### config.mk
export PLATFORM = sky130hd
export DESIGN_NAME = mem_arbiter_flat
export DESIGN_NICKNAME = d
export VERILOG_FILES = /design/src/rtl/mem_arbiter_if.sv /design/src/rtl/mem_arbiter.sv /design/src/flat_wrapper.sv
export SDC_FILE = /design/constraint.sdc
export NUM_CORES = 1
export LEC_CHECK = 0
export ABC_AREA = 1
export CORE_MARGIN = 2
export CORE_UTILIZATION = 37
export DETAILED_ROUTE_END_ITERATION = 10
export PLACE_DENSITY = 0.85
export SYNTH_ARGS = -nofsm -noshare
export SYNTH_HDL_FRONTEND = slang
export SYNTH_SLANG_ARGS = --single-unit
### constraint.sdc
create_clock -name clk -period 2.15 [get_ports clk]
set_input_delay 0.215 -clock clk [delete_from_list [all_inputs] [get_ports clk]]
set_output_delay 0.215 -clock clk [all_outputs]
set_load 0.01 [all_outputs]
### src/rtl/mem_arbiter_if.sv
// Bus bundle between the memory arbiter, its two requesters (IF, LS) and the
// single-port 256x8 synchronous memory.
//   master : requester/memory side (drives requests and memory read data)
//   slave  : arbiter side (drives grants, read-valid flags and memory controls)
interface mem_arbiter_if;
    localparam int unsigned AW = 8;
    localparam int unsigned DW = 8;

    // instruction fetch port (read-only)
    logic          if_req;
    logic [AW-1:0] if_addr;
    logic          if_gnt;
    logic          if_rvalid;
    logic [DW-1:0] if_rdata;

    // load/store port (read/write)
    logic          ls_req;
    logic          ls_we;
    logic [AW-1:0] ls_addr;
    logic [DW-1:0] ls_wdata;
    logic          ls_gnt;
    logic          ls_rvalid;
    logic [DW-1:0] ls_rdata;

    // memory port
    logic [AW-1:0] mem_addr;
    logic [DW-1:0] mem_wdata;
    logic          mem_we;
    logic [DW-1:0] mem_rdata;

    modport master (
        output if_req, if_addr,
        output ls_req, ls_we, ls_addr, ls_wdata,
        output mem_rdata,
        input  if_gnt, if_rvalid, if_rdata,
        input  ls_gnt, ls_rvalid, ls_rdata,
        input  mem_addr, mem_wdata, mem_we
    );

    modport slave (
        input  if_req, if_addr,
        input  ls_req, ls_we, ls_addr, ls_wdata,
        input  mem_rdata,
        output if_gnt, if_rvalid, if_rdata,
        output ls_gnt, ls_rvalid, ls_rdata,
        output mem_addr, mem_wdata, mem_we
    );
endinterface

### src/rtl/mem_arbiter.sv
// Memory arbiter: shares the single-port 256x8 synchronous memory between
// instruction fetch (read-only) and load/store (read/write). One access is
// issued per cycle; grants are combinational in the request cycle and the
// 1-cycle-latency read data is tagged back to its owner with an rvalid flag.
//
// Build option ARB_RR_EN:
//   undefined : fixed LS priority, IF forced through after STARVE_MAX
//               consecutive denied request cycles.
//   defined   : round-robin on contention (rr_last: 0=IF, 1=LS), no counter.
module mem_arbiter #(
    parameter int unsigned STARVE_MAX = 4
) (
    input  logic         clk,
    input  logic         rst,
    mem_arbiter_if.slave bus
);
    localparam int unsigned AW = 8;
    localparam int unsigned DW = 8;
    localparam int unsigned CW = 4;

    logic          if_gnt_c;
    logic          ls_gnt_c;
    logic [AW-1:0] mem_addr_c;
    logic [AW-1:0] mem_addr_q;
    logic          if_rvalid_q;
    logic          ls_rvalid_q;

`ifdef ARB_RR_EN
    logic rr_last_q;
    logic rr_last_d;

    // Grant: single requester always wins; contention goes to whoever was not granted last.
    always_comb begin
        if_gnt_c = 1'b0;
        ls_gnt_c = 1'b0;
        if (!rst) begin
            if (bus.if_req && bus.ls_req) begin
                if (rr_last_q) begin
                    if_gnt_c = 1'b1;
                end else begin
                    ls_gnt_c = 1'b1;
                end
            end else begin
                if_gnt_c = bus.if_req;
                ls_gnt_c = bus.ls_req;
            end
        end
    end

    // Remember the owner of the most recent grant; hold when idle.
    always_comb begin
        rr_last_d = rr_last_q;
        if (ls_gnt_c) begin
            rr_last_d = 1'b1;
        end else if (if_gnt_c) begin
            rr_last_d = 1'b0;
        end
    end

    // Round-robin history register; reset to IF so LS wins the first contention.
    always_ff @(posedge clk or posedge rst) begin
        if (rst) begin
            rr_last_q <= 1'b0;
        end else begin
            rr_last_q <= rr_last_d;
        end
    end
`else
    localparam logic [CW-1:0] STARVE_LIM = CW'(STARVE_MAX);

    logic [CW-1:0] starve_cnt_q;
    logic [CW-1:0] starve_cnt_d;
    logic          if_force_c;

    // Grant: LS has priority unless IF has been starved for STARVE_MAX cycles.
    always_comb begin
        if_gnt_c   = 1'b0;
        ls_gnt_c   = 1'b0;
        if_force_c = bus.if_req && (starve_cnt_q == STARVE_LIM);
        if (!rst) begin
            ls_gnt_c = bus.ls_req && !if_force_c;
            if_gnt_c = bus.if_req && (!bus.ls_req || if_force_c);
        end
    end

    // Count consecutive denied IF request cycles, saturating at the limit.
    always_comb begin
        starve_cnt_d = '0;
        if (bus.if_req && !if_gnt_c) begin
            if (starve_cnt_q == STARVE_LIM) begin
                starve_cnt_d = starve_cnt_q;
            end else begin
                starve_cnt_d = starve_cnt_q + CW'(1);
            end
        end
    end

    // Starvation counter register.
    always_ff @(posedge clk or posedge rst) begin
        if (rst) begin
            starve_cnt_q <= '0;
        end else begin
            starve_cnt_q <= starve_cnt_d;
        end
    end
`endif

    // Address mux: granted requester drives; otherwise hold the last driven address.
    always_comb begin
        mem_addr_c = mem_addr_q;
        if (rst) begin
            mem_addr_c = '0;
        end else if (if_gnt_c) begin
            mem_addr_c = bus.if_addr;
        end else if (ls_gnt_c) begin
            mem_addr_c = bus.ls_addr;
        end
    end

    // Address hold copy and read-valid tags for the 1-cycle memory latency.
    always_ff @(posedge clk or posedge rst) begin
        if (rst) begin
            mem_addr_q  <= '0;
            if_rvalid_q <= 1'b0;
            ls_rvalid_q <= 1'b0;
        end else begin
            mem_addr_q  <= mem_addr_c;
            if_rvalid_q <= if_gnt_c;
            ls_rvalid_q <= ls_gnt_c && !bus.ls_we;
        end
    end

    assign bus.if_gnt    = if_gnt_c;
    assign bus.ls_gnt    = ls_gnt_c;
    assign bus.mem_addr  = mem_addr_c;
    assign bus.mem_we    = ls_gnt_c && bus.ls_we;
    assign bus.mem_wdata = rst ? DW'(0) : bus.ls_wdata;
    assign bus.if_rvalid = if_rvalid_q;
    assign bus.ls_rvalid = ls_rvalid_q;
    // Read data is shared; ownership is carried by the rvalid flags alone.
    assign bus.if_rdata  = bus.mem_rdata;
    assign bus.ls_rdata  = bus.mem_rdata;

    // Grants are mutually exclusive and only follow a request.
    a_onehot_gnt: assert property (@(posedge clk) disable iff (rst) !(if_gnt_c && ls_gnt_c));
    a_if_gnt_req: assert property (@(posedge clk) disable iff (rst) if_gnt_c |-> bus.if_req);
    a_ls_gnt_req: assert property (@(posedge clk) disable iff (rst) ls_gnt_c |-> bus.ls_req);
endmodule

### src/flat_wrapper.sv
// flat-port wrapper written by rule: the top's interface ports become plain ports
module mem_arbiter_flat 
#(
    parameter int unsigned STARVE_MAX = 4
)
  (clk, rst, bus_if_req, bus_if_addr, bus_ls_req, bus_ls_we, bus_ls_addr, bus_ls_wdata, bus_mem_rdata, bus_if_gnt, bus_if_rvalid, bus_if_rdata, bus_ls_gnt, bus_ls_rvalid, bus_ls_rdata, bus_mem_addr, bus_mem_wdata, bus_mem_we);
  mem_arbiter_if bus_i ();
  input  logic clk;
  input  logic rst;
  input wire logic [$bits(bus_i.if_req)-1:0] bus_if_req;
  input wire logic [$bits(bus_i.if_addr)-1:0] bus_if_addr;
  input wire logic [$bits(bus_i.ls_req)-1:0] bus_ls_req;
  input wire logic [$bits(bus_i.ls_we)-1:0] bus_ls_we;
  input wire logic [$bits(bus_i.ls_addr)-1:0] bus_ls_addr;
  input wire logic [$bits(bus_i.ls_wdata)-1:0] bus_ls_wdata;
  input wire logic [$bits(bus_i.mem_rdata)-1:0] bus_mem_rdata;
  output wire logic [$bits(bus_i.if_gnt)-1:0] bus_if_gnt;
  output wire logic [$bits(bus_i.if_rvalid)-1:0] bus_if_rvalid;
  output wire logic [$bits(bus_i.if_rdata)-1:0] bus_if_rdata;
  output wire logic [$bits(bus_i.ls_gnt)-1:0] bus_ls_gnt;
  output wire logic [$bits(bus_i.ls_rvalid)-1:0] bus_ls_rvalid;
  output wire logic [$bits(bus_i.ls_rdata)-1:0] bus_ls_rdata;
  output wire logic [$bits(bus_i.mem_addr)-1:0] bus_mem_addr;
  output wire logic [$bits(bus_i.mem_wdata)-1:0] bus_mem_wdata;
  output wire logic [$bits(bus_i.mem_we)-1:0] bus_mem_we;
  assign bus_i.if_req = bus_if_req;
  assign bus_i.if_addr = bus_if_addr;
  assign bus_i.ls_req = bus_ls_req;
  assign bus_i.ls_we = bus_ls_we;
  assign bus_i.ls_addr = bus_ls_addr;
  assign bus_i.ls_wdata = bus_ls_wdata;
  assign bus_i.mem_rdata = bus_mem_rdata;
  assign bus_if_gnt = bus_i.if_gnt;
  assign bus_if_rvalid = bus_i.if_rvalid;
  assign bus_if_rdata = bus_i.if_rdata;
  assign bus_ls_gnt = bus_i.ls_gnt;
  assign bus_ls_rvalid = bus_i.ls_rvalid;
  assign bus_ls_rdata = bus_i.ls_rdata;
  assign bus_mem_addr = bus_i.mem_addr;
  assign bus_mem_wdata = bus_i.mem_wdata;
  assign bus_mem_we = bus_i.mem_we;
  mem_arbiter #(.STARVE_MAX(STARVE_MAX)) u_core (.clk(clk), .rst(rst), .bus(bus_i));
endmodule
* Word level (Yosys, flattened, before mapping)
Index checks and enable logic that the tools add are counted.
Storage, ports and cells: input port bits 37, memories 0, memory bits (read-only) 0, bits in registers 14, word-level logic and storage cells 26, output and inout port bits 37, RAM bits 0, bits in latches 0
Cells by class: muxes and demuxes 8, shift operators 0, $mul 0, eq/ne operators 2, divide/modulo/power cells 0, $add $sub $neg 1, order comparisons 0, reductions and logical operators 11, bitwise operators 0
Operator list (count):
- $mux W8 | 4
- $mux W4 | 2
- $logic_and A1 B1 Y1 | 6
- $add A4 B1 Y4 const B | 1
- $eq A4 B3 Y1 const B | 1
- $logic_not A1 Y1 | 4
- $mux W1 | 2
- $ne A2 B2 Y1 const B | 1
- $logic_or A1 B1 Y1 | 1

* Logic depth before layout (Yosys ltp)
depth in word-level cells 8, mapped depth 10, gate-level depth less buffers 9

* Worst setup path before layout
Ideal clock, no wire load.
kind flip-flop to output port, start point reg u_core.starve_cnt_q[0], end point out bus_mem_addr[4], data required time 1.935 ns, slack 0.553 ns, buffers on the path 1, stages on the path, launching flop included 11, data arrival time 1.382 ns, path through dfrtp_1 inv_1 ha_1 nand2_1 inv_2 nand2_4 nand3_2 buf_6 nand2_1 nand2_1 a21oi_1
On the way: cells in the longest elaborated chain, start to end 8, elaborated cells between the ends (all ways) 11, those cells by class eq/ne (1); mux (5); reduce/logical (5)
RTL lines:
- from (decl) | RTL line mem_arbiter.sv:71 | logic [CW-1:0] starve_cnt_q;
- from (signal assigned) | RTL line mem_arbiter.sv:103 | starve_cnt_q <= starve_cnt_d;
- $eq A4 B3 Y1 * | RTL line mem_arbiter.sv:79 | if_force_c = bus.if_req && (starve_cnt_q == STARVE_LIM);
- $logic_and A1 B1 Y1 * | RTL line mem_arbiter.sv:79
- $logic_not A1 Y1 | RTL line mem_arbiter.sv:81 | ls_gnt_c = bus.ls_req && !if_force_c;
- $logic_and A1 B1 Y1 | RTL line mem_arbiter.sv:81
- $mux W1 | RTL line mem_arbiter.sv:80 | if (!rst) begin
- $mux W8 | RTL line mem_arbiter.sv:115 | end else if (ls_gnt_c) begin
- $mux W8 * | RTL line mem_arbiter.sv:113 | end else if (if_gnt_c) begin
- $mux W8 * | RTL line mem_arbiter.sv:111 | if (rst) begin
- to (decl) | RTL line flat_wrapper.sv:23 | output wire logic [$bits(bus_i.mem_addr)-1:0] bus_mem_addr;
Every way passes the cells marked *; elsewhere a longest branch is shown, timed or not.

* Worst setup path after layout
start point reg u_core.starve_cnt_q[0], end point out bus_mem_addr[3]
The elaborated chain is that of the path after synthesis.

==> metrics <==
vias after detailed routing=1026; wire length per cell=10.6 um; syn_area_per_cell=7.18 um2; number of I/O port buffers=49; clk root buf=clkbuf_4; cell area after synthesis=1050 um2; syn_nets=185; Yosys top cell area share=0.334; CP Depth=10; RSZ-0062 raised after global routing=false; # clock sinks=14; post-placement cell area=1530 um2; FP Rows=19; Min Clock Period, post-route=2000 ps; startpoint types=flip-flop; Data required, critical path=1930 ps; Slew Limit Fails=0; core region area=2730 um2; sequential power share=0.394; post-route cell area=1610 um2; vias in the first global route=1033; Leak=0.867 nW; adder-cell share of the synthesized area=0.0239; # fillers=236; critical path endpoint category=output port; Post-Layout Cell Count=226; Chip Height=57.2 um; CTS tree=done; clk slew on worst S/H paths=90 ps; Post-CTS Hold Buffers=0; post-synthesis mux area share=0.00955; Synth warnings=0; routability cong.=0.820; fmax=501 MHz; Placed Instances=218; CTS Buf Count=3; top cell family by delay on the critical path=buffers and inverters; initial antenna violation count=0; DRT iter0 DRCs=17; flops & latches, synth=14; Pre-antenna DRT Iters=6; main area contributors after synthesis=dfrtp_1, inv_1, buf_4; worst skew pair latency=280 ps; Ports=74; Simple-Gate Fraction of Synth Area=0.278; async set-or-reset flop fraction in the synthesized netlist=1.00; Setup CP Type=flip-flop to output port; setup TNS=0 ps; XOR/XNOR Fraction of Synth Area=0.0167; Max Cap Viol=0; post-route ant nets=0; Most used DFF post-synth=dfrtp_1; Die Span X=57.2 um; Via density=4.54; sequential share of the synthesized area=0.334; Power Density=462 nW/um2; max_slew headroom=0.811; half-perimeter wire length after placement=1900 um; Crit path buffers/inverters=4; GRT Overall Usage=0.164; fin nets=235; crit-path max FO=3; P&R area growth vs syn=53.1%; final setup margin=152 ps; largest net degree at the start of global routing=17; Final Cycle Share=0.929; Setup-failing EPs final=0; status=completed; sw power=0.215 mW; die area=3280 um2; Core Util, Final=0.587; Post-route DRC=0; crit path DAT=1780 ps; Placement Setup Slack=-42.5 ps; Least-Margin Pin Slew=282 ps; clock share of power=0.258; post-route clock skew=4.80 ps; compound-gate portion of the synthesized area=0.0561; peak supply drop=0.000348 V; Antenna Cells=0; unique cell type count in the Yosys netlist=24; Reg2Reg Depth=9; Sw Ratio=0.289; Internal Pwr Total=0.528 mW; cell count after synthesis=146; htree depth=1; gr ovfl total=0; Synth area leader=dfrtp_1; main combinational cell family by area after synthesis=buffers and inverters; share of cells above drive strength 1=0.200; Initial Util=0.384; crit-path cells=inv_2, ha_4, nand3_4, a21oi_4, buf_4, buf_4, nand2_1, nand2_1, a21oi_1, clkdlybuf4s15_1; HP Class=input pin to async pin; WL final=2400 um; CP max stage cell=dfrtp_1; Combinational Power Share=0.348; CTS max path bufs=2; slowest cell delay on critical path=370 ps; first-pass GRT wire length=4220 um; Post-synth EDFFs=0; final number of hold-violating endpoints=0
timing repair:
item,CTS,global route
resized for setup,20,13
hold endpoints to repair,0,0
endpoints found under the setup margin,11,8
setup buffers,4,0
pin swaps,1,1
worst register-to-register path: stages, from the launching register on:
cell and delay [ps]:
dfrtp_1 400, inv_2 70, ha_4 140, nand3_4 80, a21oi_4 200, buf_6 130, nor2_1 30, buf_4 140
nand3_1 70, nand2_1 70
power by group through the flow:
stage                     Clock [mW]  Combinational (mW)  Sequential, mW
after CTS                      0.197               0.261           0.292
after floorplan                    0               0.142           0.297
final                          0.191               0.259           0.292
after detailed placement           0               0.251           0.296
after global placement             0               0.248           0.296
after global routing           0.207               0.287           0.295
layer usage:
metal | vias to the layer above | share of wire | global-route usage
met5 | - | 0 | 0
met3 | 6 | 0.068 | 0.0385
li1 | 522 | - | -
met1 | 456 | 0.41 | 0.194
met2 | 42 | 0.50 | 0.281
met4 | 0 | 0.020 | 0.0731
layout by cell type (no fill, tap or decap):
| cell type | count |
|---|---|
| buf_6 | 1 |
| inv_1 | 33 |
| nand3_4 | 2 |
| nand3_1 | 6 |
| buf_12 | 1 |
| nand2_4 | 2 |
| nand4_1 | 8 |
| a21oi_2 | 2 |
| inv_2 | 4 |
| dlygate4sd2_1 | 3 |
| nand2_1 | 30 |
| nor2_1 | 12 |
| buf_4 | 14 |
| mux2i_1 | 1 |
| clkdlybuf4s50_1 | 38 |
| clkbuf_2 | 4 |
| a21oi_4 | 1 |
| ha_1 | 1 |
| nor2_4 | 1 |
| clkbuf_8 | 1 |
| dfrtp_1 | 14 |
| o211ai_1 | 1 |
| a21oi_1 | 3 |
| o22ai_1 | 1 |
| ha_4 | 1 |
| clkdlybuf4s15_1 | 3 |
| clkinv_4 | 1 |
| xor2_1 | 1 |
| clkbuf_4 | 3 |
| xnor2_1 | 1 |
| buf_2 | 1 |
area by class of cell:
class | instances | area [um2] | share of cell area
clock buffers | 4 | 36.3 | 0.0226
inverters | 38 | 148 | 0.0920
flip-flops and latches | 14 | 350 | 0.218
repair buffers | 65 | 598 | 0.373
well taps | 31 | 38.8 | 0.0242
multi-input cells | 74 | 434 | 0.270
state kept, by name (all words and copies together), names as in the netlist:
register and cells:
u_core.mem_addr_q 8, u_core.starve_cnt_q 4, u_core.bus.if_rvalid 1, u_core.bus.ls_rvalid 1
through the flow:
step	total power, mW	hold WS (ps)
6_report	0.742	398
5_1_grt	0.789	430
4_1_cts	0.749	401
3_5_place_dp	0.548	430
3_3_place_gp	0.544	430
2_1_floorplan	0.439	281
synthesized netlist by cell type (2+ instances only):
| library cell | instances |
|---|---|
| inv_1 | 35 |
| nand2_1 | 30 |
| buf_4 | 17 |
| dfrtp_1 | 14 |
| nor2_1 | 12 |
| nand4_1 | 8 |
| nand3_1 | 6 |
| a21oi_1 | 4 |
| ha_1 | 2 |
| inv_2 | 2 |
| nand2_4 | 2 |
| nand3_2 | 2 |
final timing paths:
path | endpoint | startpoint | slack (ps)
worst max-delay path | bus_mem_addr[3] | u_core.starve_cnt_q[0]$_DFFE_PP0P_ | 150
worst min-delay path | u_core.bus.if_rvalid$_DFF_PP0_ | rst | 400
worst max register to register | u_core.mem_addr_q[5]$_DFF_PP0_ | u_core.starve_cnt_q[0]$_DFFE_PP0P_ | 700
worst min register to register | u_core.mem_addr_q[1]$_DFF_PP0_ | u_core.mem_addr_q[1]$_DFF_PP0_ | 600
max in group asynchronous | u_core.mem_addr_q[3]$_DFF_PP0_ | rst | 1610
min in group clk | bus_if_rdata[6] | bus_mem_rdata[6] | 430
logic make-up after synthesis:
| logic type | Yosys count |
|---|---|
| compound gates | 8 |
| fa+ha+maj | 2 |
| mux | 1 |
| flops | 14 |
| xor+xnor | 2 |
| simple gates | 61 |
| buf+inv | 58 |
Note: power is estimated with default switching activity, not from simulation.
